## config.mk

```make
export PLATFORM = sky130hd
export DESIGN_NAME = uart_rx
export DESIGN_NICKNAME = d
export VERILOG_FILES = /design/src/rtl/uart_rx.sv
export SDC_FILE = /design/constraint.sdc
export NUM_CORES = 1
export LEC_CHECK = 0
export ABC_AREA = 1
export CORE_UTILIZATION = 35
export CTS_BUF_LIST = sky130_fd_sc_hd__clkbuf_4 sky130_fd_sc_hd__clkbuf_8 sky130_fd_sc_hd__clkbuf_16
export DETAILED_ROUTE_END_ITERATION = 10
export HOLD_SLACK_MARGIN = 0.06
export PLACE_DENSITY = 0.61
export RECOVER_POWER = 50
export SLEW_MARGIN = 20
export SYNTH_ARGS = -nofsm -noshare
export SYNTH_HDL_FRONTEND = slang
export SYNTH_SLANG_ARGS = --single-unit
export TNS_END_PERCENT = 1
```

## constraint.sdc

```tcl
create_clock -name clk -period 2.6 [get_ports clk]
set_clock_uncertainty 0.2 [all_clocks]
set_input_delay 0.78 -clock clk [delete_from_list [all_inputs] [get_ports clk]]
set_output_delay 0.78 -clock clk [all_outputs]
set_load 0.05 [all_outputs]
```

## src/rtl/uart_rx.sv

```systemverilog
// UART receiver: synchronizes the serial line, recovers start/data/stop frames and emits one-cycle strobes.
// Define UART_RX_MAJORITY_EN to vote each bit as the 2-of-3 majority of the last three samples.
module uart_rx #(
   parameter int DATA_WIDTH  = 8,
   parameter int SYNC_STAGES = 2
) (
   input  logic                  clk,
   input  logic                  rst_n,
   input  logic [15:0]           uart_cnt,
   input  logic                  uart_rxd,
   output logic [DATA_WIDTH-1:0] uart_data,
   output logic                  uart_flag,
   output logic                  uart_frame_err,
   output logic                  uart_busy
);

   typedef enum logic [1:0] {IDLE, START, DATA, STOP} state_t;

   state_t                  state;
   logic [SYNC_STAGES-1:0]  sync_q;
   logic                    rxd_s;
   logic [15:0]             bps_cnt;
   logic [15:0]             cnt_lat;
   logic [3:0]              bit_cnt;
   logic [DATA_WIDTH-1:0]   shreg;
   logic [DATA_WIDTH-1:0]   shift_nxt;
   logic                    sample;
   logic                    vote;
   logic                    start_go;

   // Synchronizer: reset to the idle (high) line level so reset never looks like a start bit
   always_ff @(posedge clk or negedge rst_n) begin
      if (!rst_n) begin
         sync_q <= '1;
      end else begin
         sync_q <= {sync_q[SYNC_STAGES-2:0], uart_rxd};
      end
   end

   assign rxd_s  = sync_q[SYNC_STAGES-1];
   assign sample = (bps_cnt == 16'd0);

`ifdef UART_RX_MAJORITY_EN
   logic [1:0] hist;

   function automatic logic maj3(input logic a, input logic b, input logic c);
      return (a & b) | (a & c) | (b & c);
   endfunction

   always_ff @(posedge clk) begin
      if (bps_cnt == 16'd2) begin
         hist[1] <= rxd_s;
      end else if (bps_cnt == 16'd1) begin
         hist[0] <= rxd_s;
      end
   end

   assign vote = maj3(hist[1], hist[0], rxd_s);
`else
   assign vote = rxd_s;
`endif

   // A new frame may not begin in the cycle the previous frame's strobe is visible
   assign start_go = (state == IDLE) && !rxd_s && !uart_flag && !uart_frame_err;

   always_comb begin
      shift_nxt                 = shreg >> 1;
      shift_nxt[DATA_WIDTH-1]   = vote;
   end

   always_ff @(posedge clk) begin
      if (start_go) begin
         cnt_lat <= uart_cnt;
      end
      if (state == DATA && sample) begin
         shreg <= shift_nxt;
      end
   end

   always_ff @(posedge clk or negedge rst_n) begin
      if (!rst_n) begin
         state          <= IDLE;
         bps_cnt        <= 16'd0;
         bit_cnt        <= 4'd0;
         uart_data      <= '0;
         uart_flag      <= 1'b0;
         uart_frame_err <= 1'b0;
         uart_busy      <= 1'b0;
      end else begin
         uart_flag      <= 1'b0;
         uart_frame_err <= 1'b0;
         case (state)
            IDLE: begin
               uart_busy <= 1'b0;
               if (start_go) begin
                  state     <= START;
                  bps_cnt   <= (uart_cnt >> 1) - 16'd1;
                  uart_busy <= 1'b1;
               end
            end
            START: begin
               if (sample) begin
                  if (!vote) begin
                     state   <= DATA;
                     bps_cnt <= cnt_lat - 16'd1;
                     bit_cnt <= 4'd0;
                  end else begin
                     state     <= IDLE;
                     uart_busy <= 1'b0;
                  end
               end else begin
                  bps_cnt <= bps_cnt - 16'd1;
               end
            end
            DATA: begin
               if (sample) begin
                  bps_cnt <= cnt_lat - 16'd1;
                  if (bit_cnt == 4'(DATA_WIDTH - 1)) begin
                     state <= STOP;
                  end else begin
                     bit_cnt <= bit_cnt + 4'd1;
                  end
               end else begin
                  bps_cnt <= bps_cnt - 16'd1;
               end
            end
            STOP: begin
               // Leave at mid-stop-bit so a shortened stop bit still lets the next start be seen
               if (sample) begin
                  state <= IDLE;
                  if (vote) begin
                     uart_data <= shreg;
                     uart_flag <= 1'b1;
                  end else begin
                     uart_frame_err <= 1'b1;
                  end
               end else begin
                  bps_cnt <= bps_cnt - 16'd1;
               end
            end
            default: begin
               state     <= IDLE;
               uart_busy <= 1'b0;
            end
         endcase
      end
   end

endmodule

```

Word-level counts from Yosys, hierarchy flattened
Cells that the tools add are included.

Register bits after elaboration: 59. Bits in latches: 0. Memory bits (writable): 0. Bits in read-only memories: 0. Input bits: 19. Output and inout bits: 11. Word-level logic and storage cells: 72. Memories kept: 0.

$add $sub $neg: 4. Multiply operators: 0. Div/mod/pow operators: 0. Magnitude comparators: 0. Eq/ne operators: 14. Shift operators: 0. Mux-type cells: 28. Bitwise gates (word level): 0. Reductions and logical operators: 16.

Operators by type and width (count): $mux 16 (5); $pmux 16 s4 (1); $sub 16x1->16 const B (2); $logic_not 16->1 (1); $mux 4 (4); $ne 2x2->1 const B (8); $sub 15x1->16 const B (1); $mux 2 (6); $reduce_and 5->1 (2); $mux 1 (9); $reduce_and 3->1 (3); $pmux 2 s4 (1); $pmux 4 s2 (1); $add 4x1->4 const B (1); $eq 2x2->1 const B (2); $eq 4x3->1 const B (1); $logic_and 1x1->1 (4); $reduce_bool 2->1 (2); $logic_not 1->1 (3); $ne 3x3->1 const B (1); $eq 2x1->1 const B (1); $logic_not 2->1 (1); $ne 2x1->1 const B (1); $pmux 1 s2 (1).

Logic depth before layout (Yosys ltp)
Gate-level depths: netlist of the first run.

Word-level depth: 6. Mapped depth: 13. Gate-level depth less buffers: 13.

Least setup slack after synthesis of the first run
OpenSTA, ideal clock, no wires.

Kind: input-to-reg. Start point: input port uart_cnt[1]. End point: register bps_cnt[14]. Setup time: 128 ps. Arrival time: 1757 ps. Data required time: 2272 ps. Path slack: 515 ps. Cell stages on the path: 11. Path buffers: 0. Cells stage by stage: inv_1 > ha_1 > nand2_1 > nor2_1 > nand2_1 > nor2_1 > nand2_1 > nand2_1 > a21oi_1 > nand2_1 > o21ai_0.

Longest elaborated chain between the ends: 3.

Ends and longest elaborated chain: start, declared (line 9) `input logic [15:0] uart_cnt,`; $sub 15x1->16 (line 97) `bps_cnt <= (uart_cnt >> 1) - 16'd1;`; $mux 16 (line 95) `if (start_go) begin`; $pmux 16 s4 (line 92) `case (state)`; end signal, assigned (line 97); end signal, assigned (line 105) `bps_cnt <= cnt_lat - 16'd1;`; end signal, assigned (line 112) `bps_cnt <= bps_cnt - 16'd1;`; end, declared (line 22) `logic [15:0] bps_cnt;`.

No other way between the ends. The select of a mux whose other input is x is not followed. A chain may end at the register's enable or synchronous reset.

Worst setup path after layout of the first run
Start point: register uart_data[4]. End point: output port uart_data[4].

RTL lines: start, declared (line 11) `output logic [DATA_WIDTH-1:0] uart_data,`; start signal, assigned (line 132) `uart_data <= shreg;`.

No word-level cell between the ends.

==> results of run 1 <==
through the flow:
step | power, mW | utilization, % | instances
6_report | 4.97 | 43.5 | 731
5_1_grt | 5.37 | 43.5 | 731
4_1_cts | 5.00 | 43.6 | 731
3_5_place_dp | 3.83 | 41.1 | 715
3_3_place_gp | 3.80 | 41.1 | 715
2_1_floorplan | 3.17 | - | 534
power breakdown:
group | switching (mW) | total [mW] | internal (mW)
clock network | 0.385 | 1.14 | 0.758
registers | 0.249 | 1.46 | 1.21
logic | 1.57 | 2.37 | 0.802
total | 2.20 | 4.97 | 2.77
flip-flops by register name (all words and copies together), names as in the netlist, named ones only:
register	count
uart_frame_err	1
shreg	8
uart_flag	1
bit_cnt	4
cnt_lat	16
state	1
bps_cnt	16
uart_data	8
uart_busy	1
sync_q	2
Yosys cell counts (5+ instances only):
cell type / number / share of area (%)
xor2_1: 15 / 3.4
o21ai_0: 22 / 2.8
ha_1: 10 / 3.2
nand2_1: 166 / 16
nor2_2: 9 / 1.4
clkbuf_1: 5 / 0.48
nand3_1: 43 / 5.5
o21ai_1: 8 / 1.0
nor3_1: 7 / 0.90
inv_1: 49 / 4.7
nor2_1: 70 / 6.7
o211ai_1: 5 / 0.96
a21oi_1: 21 / 2.7
edfxtp_1: 24 / 18
dfrtp_1: 33 / 21
logic make-up after synthesis:
kind of cell	after synthesis	share of synthesized area, %
simple gates	317	35.5
compound gates	66	9.53
buf+inv	63	6.71
flops	59	40.9
xor+xnor	19	4.25
fa+ha+maj	10	3.20
placed cells by master (no fill, tap or decap), drive strengths merged:
| cell type | count |
|---|---|
| dfrtp | 33 |
| o211ai | 5 |
| xnor2 | 4 |
| o21ai | 30 |
| nor3 | 7 |
| bufinv | 3 |
| xor2 | 15 |
| nand2 | 173 |
| a21oi | 22 |
| or2 | 3 |
| nand3 | 45 |
| o31ai | 2 |
| nand3b | 3 |
| nand4 | 4 |
| a21boi | 4 |
| a31oi | 1 |
| o21bai | 2 |
| clkinv | 2 |
| edfxtp | 24 |
| inv | 53 |
| nor2 | 81 |
| and2 | 1 |
| ha | 10 |
| buf | 19 |
| clkbuf | 15 |
| clkdlybuf4s50 | 16 |
| dfstp | 2 |
| dlygate4sd3 | 12 |
worst paths after layout:
path,from,depth (start not counted),endpoint,slack [ns]
worst max-delay path,uart_data[4],1,uart_data[4],0.10
worst min register to register,sync_q[0],0,sync_q[1],0.16
min in group asynchronous,rst_n,2,bps_cnt[2],0.44
worst max register to register,bps_cnt[0],11,bps_cnt[13],0.31
max in group asynchronous,rst_n,2,bit_cnt[0],1.19
worst min-delay path,sync_q[0],0,sync_q[1],0.16
layout make-up:
class,instances,area (sq um)
Timing Repair Buffer,49,430
Fill cell,1112,6150
Clock inverter,3,90.1
Multi-Input combinational cell,412,2050
Sequential cell,59,1600
Inverter,55,210
Clock buffer,13,184
Tap cell,140,175
metal layers:
| metal | GRT usage [%] | routed length [um] | vias up |
|---|---|---|---|
| met5 | 0 | 0 | - |
| met4 | 9.00 | 233 | 0 |
| met3 | 3.87 | 490 | 21 |
| met2 | 32.6 | 4930 | 96 |
| met1 | 26.5 | 5070 | 1691 |
| li1 | - | - | 1826 |
==> results.md, run 1 <==
- Status: completed
- Post-synthesis cell area: 0.00391 sq mm
- Max_cap viols: 0
- # rows: 38
- Slew headroom: 37.7%
- Worst hold path class: flip-flop to flip-flop
- CTS tree: done
- Final setup violation count: 0
- Share of cells above drive strength 1: between 10% and 20%
- Ant diodes: 0
- Port Buffers: 29
- Cell Chain, Critical Path: clkdlybuf4s50_1
- Gate Count Post-Synth: 534
- Finished Cell Area: 0.00474 sq mm
- Post-CTS resize count: 0
- Placed cell area: around 0.0045 sq mm
- Htree depth: 3
- Ys Warns: 0
- DRT antenna net count: 0
- Synthesized Nets: 563
- Dpl ws: -0.0374 ns
- Setup repair bufs after CTS: 0
- LEAKAGE: 2.22 nW
- Pwr/cell area: 1050 mW/mm^2
- First-pass GRT wire length: 17500 um
- Post-synth ARST share: 59.3%
- WP buf/inv: 1
- Root Buffer: clkbuf_8
- Startpoint Class: flip-flop
- RSZ-0062 raised after global routing: no
- Die Width: between 100 and 150 um
- Die height: between 100 and 150 um
- Antenna violations before repair: 0
- DR WL/cell: between 10 and 15 um
- Peak VDD IR: ~0.00064 V
- Max frequency: 0.401 GHz
- Delay-heaviest family, CP: buffers and inverters
- TNS Setup: 0 ns
- Hpwl dp: 8160 um
- Die ar.: 0.0116 sq mm
- Final worst-path cycle share: 96.0%
- GP Congestion: between 0.9 and 1
- Final setup margin: about 0.10 ns
- First-pass DRT Iterations: 5
- Worst-Skew Late Latency: 0.36 ns
- Remaining DRCs: 0
- Crit path time final: about 2.5 ns
- Clk sinks: 59
- Hold_buf cts: 0
- Worst path max stage delay: 0.80 ns
- Vias/cell: 4.97
- Hold Violations, Final: 0
- Synthesized area per cell: 7.33 sq um
- Layout overhead on the synthesized area: 21.1%
- FF+latch count, synth: around 60
- Crit Path Class: flip-flop to output port
- Via count: approximately 3600
- Gr usage total: a little over 20%
- Yosys cell types: 40
- Final Slew Violations: 0
- Crit. End Element: output port
- Slowest CP cell: clkdlybuf4s50_1
- Maximum fanout along the worst path: 2
- Clock slew at reported path FFs: 0.07 ns
- Number of CTS-inserted buffers: 9
- First DRT Iteration DRCs: 220
- Initial Utilization: 35.9%
- Top_reg_cell synth: dfrtp_1
- Total grt overflow: 0
- Core area: 0.0109 sq mm
- Post-synth EDFFs: 24
- Clk buf depth: 2
- Final wirelength: 10700 um
- Final net count: slightly above 600
- Crit path arrival time: about 1.5 ns
- Seq/Total Area, Yosys: 40.9%
- Worst-margin pin slew: approximately 0.93 ns
- Vias in the first global route: 3571
- Largest net degree at the start of global routing: 36
- Ports: 30
- CP required: 1.62 ns
- Hold slack: 0.162 ns
No activity file was read; power rests on OpenSTA's default activity.
==> run 2, diff against run 1 <==
- ABC_AREA: 1 -> 0
- ABC_CLOCK_PERIOD_IN_PS: default -> 2600
- PLACE_DENSITY: 0.61 -> 0.62
==> run 2 against run 1 <==
Die area is 12% lower. Sequential power is 5% lower. Fmax is 1.9% lower. Sequential cell count stayed put. Critical path type is now flip-flop to flip-flop.
==> results.md, run 2 <==
- Top cell type by total area after synthesis: dfrtp_1 (unchanged)
- Max frequency: 0.393 GHz (was 0.401 GHz)
- Seq/Total Area, Yosys: 46.7% (was 40.9%)
- Initial Utilization: 36.5% (was 35.9%)
- Root Buffer: clkbuf_8 (unchanged)
- Total grt overflow: 0 (unchanged)
- Grt met1 use: 22.8% (was 26.5%)
- M2 GR Usage: 30.2% (was 32.6%)
- Die Width: 101 um (was 108 um)
- Crit. End Element: flip-flop (was output port)
- Remaining DRCs: 0 (unchanged)
- Antenna violations before repair: 0 (unchanged)
- Share of power burned in registers: 33.7% (was 29.3%)
- Ys Warns: 0 (unchanged)
- FF+latch count, synth: 59 (unchanged)
- P_int: 2.46 mW (was 2.77 mW)
- Final setup margin: 0.0559 ns (was 0.104 ns)
- Global-route met3 utilization: 4.02% (was 3.87%)
- Setup repair bufs after CTS: 0 (unchanged)
- Switching pwr: 1.68 mW (was 2.20 mW)
- Worst-margin pin slew: 0.997 ns (was 0.934 ns)
- Slew headroom: 33.5% (was 37.7%)
- Hold slack: 0.158 ns (was 0.162 ns)
- Biggest regs: bps_cnt (16), cnt_lat (16) (unchanged)
- Yosys top cell area share: 24.1% (was 21.1%)
- Crit path time final: 2.54 ns (was 2.50 ns)
- Die ar.: 0.0102 sq mm (was 0.0116 sq mm)
- Commonest non-fill, non-tap cell in the layout: nand2_1 (unchanged)
- Logic pwr share: 45.7% (was 47.7%)
- # rows: 35 (was 38)
- Post-synth EDFFs: 24 (unchanged)
- Gr usage total: 18.1% (was 20.3%)
- Placed cell area: 0.00415 sq mm (was 0.00447 sq mm)
- Synthesized Nets: 374 (was 563)
- Final Slew Violations: 0 (unchanged)
- Startpoint Class: flip-flop (unchanged)
- Maximum fanout along the worst path: 8 (was 2)
- Grt peak-use layer: met2 (unchanged)
- Status: completed (unchanged)
- Vias/cell: 5.31 (was 4.97)
- Worst-Skew Late Latency: 0.34 ns (was 0.36 ns)
- Final wirelength: 8460 um (was 10700 um)
- Port Buffers: 29 (unchanged)
- FF/Latch Area: 0.00160 sq mm (unchanged)
- Ant diodes: 0 (unchanged)
- Max_cap viols: 0 (unchanged)
- Final net count: 442 (was 615)
- Share of cells above drive strength 1: 20.6% (was 11.2%)
- Number of CTS-inserted buffers: 9 (unchanged)
- First DRT Iteration DRCs: 163 (was 220)
- Vias in the first global route: 2903 (was 3571)
- Crit Path Class: flip-flop to flip-flop (was flip-flop to output port)
- Hold_buf cts: 0 (unchanged)
- RSZ-0062 raised after global routing: yes (was no)
- Switching share of power: 40.6% (was 44.3%)
- Hpwl dp: 6300 um (was 8160 um)
- Top_reg_cell synth: dfrtp_1 (unchanged)
- Pwr/cell area: 938 mW/mm^2 (was 1050 mW/mm^2)
- CP required: 2.62 ns (was 1.62 ns)
- CTS tree: done (unchanged)
- Clk sinks: 59 (unchanged)
- Gate Count Post-Synth: 345 (was 534)
- Finished Cell Area: 0.00441 sq mm (was 0.00474 sq mm)
- Final worst-path cycle share: 97.8% (was 96.0%)
- Hold Violations, Final: 0 (unchanged)
- Crit path arrival time: 2.57 ns (was 1.52 ns)
- Via count: 2904 (was 3634)
- Cell total after placement: 531 (was 715)
- Core area: 0.00937 sq mm (was 0.0109 sq mm)
- Synthesized area per cell: 9.92 sq um (was 7.33 sq um)
- Layout fillers: 906 (was 1112)
- First-pass GRT wire length: 14000 um (was 17500 um)
- Post-synth ARST share: 59.3% (unchanged)
- Post-synthesis cell area: 0.00342 sq mm (was 0.00391 sq mm)
- Dpl ws: -0.412 ns (was -0.0374 ns)
- Layout overhead on the synthesized area: 28.9% (was 21.1%)
- Clock power frac: 20.7% (was 23.0%)
- Clk buf depth: 2 (unchanged)
- Largest net degree at the start of global routing: 24 (was 36)
- Yosys cell types: 58 (was 40)
- First-pass DRT Iterations: 4 (was 5)
- Worst hold path class: flip-flop to flip-flop (unchanged)
- Finished Layout Cells: 547 (was 731)
- Ports: 30 (unchanged)
- Multi-input gate area: 0.00182 sq mm (was 0.00205 sq mm)
- Post-synth top cells: 35 x nand2_1, 33 x dfrtp_1, 24 x a21oi_1, 24 x edfxtp_1, 21 x nor2_1 (was 166 x nand2_1, 70 x nor2_1, 49 x inv_1)
- Commonest cells after routing, fill and taps aside: 35 x nand2_1, 33 x dfrtp_1, 33 x buf_4 (was 166 x nand2_1, 71 x nor2_1, 49 x inv_1)
- Die height: 101 um (was 108 um)
- Clock slew at reported path FFs: 0.08 ns (was 0.07 ns)
- DRT antenna net count: 0 (unchanged)
- Htree depth: 3 (unchanged)
- LEAKAGE: 1.72 nW (was 2.22 nW)
- GP Congestion: 0.899 (was 0.933)
- Final setup violation count: 0 (unchanged)
- Peak VDD IR: 0.000421 V (was 0.000644 V)
- DR WL/cell: 15.5 um (was 14.7 um)
- Dominant cells by area after synthesis: dfrtp_1 24%, edfxtp_1 21%, xor2_1 4.1% (was dfrtp_1 21%, edfxtp_1 18%, nand2_1 16%)
- Most frequent cell after synthesis: nand2_1 (unchanged)
-- run 2: cell count changes in the layout (fill, tap and decap cells not counted), moves of 15 or more --
cell | before | now
buf_4 | 18 | 33
nand2_1 | 166 | 35
nand3_1 | 43 | 9
inv_1 | 49 | 13
nor2_1 | 71 | 20
-- run 2: metal layers --
metal	share of wire (%)	vias up
met5	0	-
met3	4.1	13
met4	1.7	0
li1	-	1421
met2	49	72
met1	45	1398
-- run 2: worst max-delay path: stages (launching register included) --
cell and delay (ns):
dfrtp_1 0.41, or4_4 0.55, or3_4 0.40, or4_1 0.43
xnor2_1 0.16, a22oi_2 0.18, a21oi_1 0.09
-- run 2: final cells by class --
cell class                      count  area share, %
Clock buffer                        9           2.81
Tap cell                          129           3.66
Sequential cell                    59           36.2
Timing Repair Buffer               71           13.2
Inverter                           13           1.11
Clock inverter                      7           1.73
Multi-Input combinational cell    259           41.3
-- run 2: power groups by stage --
stage / Sequential [mW] / Clock, mW / Combinational, mW
5_1_grt: 1.42 / 0.918 / 2.09
3_5_place_dp: 1.39 / 0 / 1.83
6_report: 1.39 / 0.855 / 1.89
3_3_place_gp: 1.39 / 0 / 1.79
4_1_cts: 1.38 / 0.876 / 1.85
2_1_floorplan: 1.39 / 0 / 1.19
-- run 2: worst paths after layout --
path	end	slack [ns]	from	depth (start not counted)
setup / recovery	bps_cnt[9]	0.06	bps_cnt[0]	6
hold / removal	sync_q[1]	0.16	sync_q[0]	0
setup reg to reg	bps_cnt[9]	0.06	bps_cnt[0]	6
hold reg to reg	sync_q[1]	0.16	sync_q[0]	0
max in group asynchronous	bps_cnt[11]	0.40	rst_n	2
min in group asynchronous	bps_cnt[0]	0.37	rst_n	1
-- run 2: per-stage QoR --
stage          setup TNS [ns]  power (mW)  util (%)
2_1_floorplan               0        2.58         -
3_3_place_gp            -2.73        3.18      44.3
3_5_place_dp            -3.07        3.22      44.3
4_1_cts                     0        4.11      46.7
5_1_grt                -0.175        4.44      47.1
6_report                    0        4.14      47.1
-- run 2: cell families after synthesis --
logic type / synth area share, %
flip-flops: 46.7
AND/OR/NAND/NOR: 19.9
buffers and inverters: 3.25
AO/OA/AOI/OAI: 16.1
multiplexers: 3.22
adder cells (fa/ha/maj): 3.65
XOR/XNOR: 7.16
-- run 2: timing repair --
action | 4_1_cts | 5_1_grt
resized for setup | 5 | 18
pin swaps | 0 | 3
setup endpoints to repair | 4 | 19
==> run 3, diff against run 2 <==
- CTS_CLUSTER_DIAMETER: default -> 60
- GPL_ROUTABILITY_DRIVEN: default -> 0
==> results of run 3 <==
No change in the layout: final DEF, timing and power equal those of run 2.
==> variant (settings of run 1) <==
Build with the macro `UART_RX_MAJORITY_EN` defined.
--- a/src/rtl/uart_rx.sv
+++ b/src/rtl/uart_rx.sv
@@ -1,5 +1,7 @@
 // UART receiver: synchronizes the serial line, recovers start/data/stop frames and emits one-cycle strobes.
 // Define UART_RX_MAJORITY_EN to vote each bit as the 2-of-3 majority of the last three samples.
+`define UART_RX_MAJORITY_EN
+
 module uart_rx #(
    parameter int DATA_WIDTH  = 8,
    parameter int SYNC_STAGES = 2
Formal check against the unedited RTL: not equivalent (Yosys sat finds a counterexample within 10 cycles, from zero or initial values and one cycle with rst_n low).
==> variant against run 1 <==
Setup slack better by 0.011 ns; count of clock-buffer cells in the layout shrank 4; final area rose by 2.6%; sequential cell count rose by 2; wire length is 5.4% lower; power fell by 4.2%; area after synthesis up 3.8%; critical path depth unchanged; critical path type unchanged; largest cell class unchanged.
==> variant: results (changes against run 1) <==
metric	value	unit	change
wire length on met1	4517	um	-11%
all-layer global routing usage	0.1924		-0.01100
Post-Place Cell Area	4597	um^2	+2.8%
RePlAce Congestion	0.8558		-8.3%
met2 layer usage reported by global route	0.3342		+0.008682
layout cell share with drive strength beyond 1	0.1295		+0.01780
post-layout instance count excluding filler cells	727		-0.55%
Post-Synth XOR/XNOR Area	0.04958		+0.007065
worst r2r dst	bps_cnt[8]		
Wirelength per Cell	13.95	um	-4.9%
clock tree root driver cell	clkbuf_16		
met1 GRT Util	0.2265		-0.03868
clock latency at the later pin of the worst-skew pair	0.34	ns	-0.02 ns
standby leakage power	2.256	nW	+1.6%
number of standard cells after synthesis	533		-0.19%
Post-Syn Nets	564		+0.18%
wire length of the first global-routing pass	17220	um	-1.8%
DP HPWL	7677	um	-5.9%
maximum VDD drop	602.0	uV	-6.5%
final hold slack	0.1601	ns	-0.001512 ns
vias in the first global route	3642		+2.0%
met3 WL post-DR	424	um	-13%
Critical R2R Launch	bps_cnt[1]		
share of synthesized registers carrying an async set or reset	0.5738		-0.01945
slew at the pin closest to its max-slew limit	0.9794	ns	+0.04517 ns
count of flip-flops with a built-in enable after synthesis	26		+8.3%
number of placed cells counting well taps	711		-0.56%
outcome	finished clean		
final net count	613		-0.33%
WP data arrival	1.50	ns	-0.02 ns
sum of met2 wire segment lengths after detailed routing	5021	um	+1.9%
Register-to-Register Setup Slack	0.35	ns	+0.04 ns
number of cells on the worst reg-to-reg path	10		-1
## variant: how the worst max path moves through the flow
stage | slack (ns) | endpoint | depth (start not counted)
2_1_floorplan | 0.49 | bps_cnt[15] | 9
3_3_place_gp | -0.02 | bps_cnt[11] | 10
3_5_place_dp | -0.06 | bps_cnt[11] | 11
4_1_cts | 0.09 | uart_data[7] | 1
5_1_grt | 0.03 | bps_cnt[11] | 11
6_report | 0.12 | uart_busy | 1
## variant: area by class of cell
| cell class | count | area, um^2 |
|---|---|---|
| Clock inverter | 7 | 50.05 |
| Fill cell | 1116 | 6218 |
| Multi-Input combinational cell | 405 | 2105 |
| Timing Repair Buffer | 47 | 422.9 |
| Tap cell | 140 | 175.2 |
| Sequential cell | 61 | 1659 |
| Inverter | 58 | 222.7 |
| Clock buffer | 9 | 225.2 |
## variant: report_power, final
group          leakage [nW]  total (W)  internal, W  switching (W)
clock network         0.136    0.00111     0.000647       0.000466
registers             0.687    0.00146      0.00123       0.000220
logic                  1.43    0.00219     0.000788        0.00141
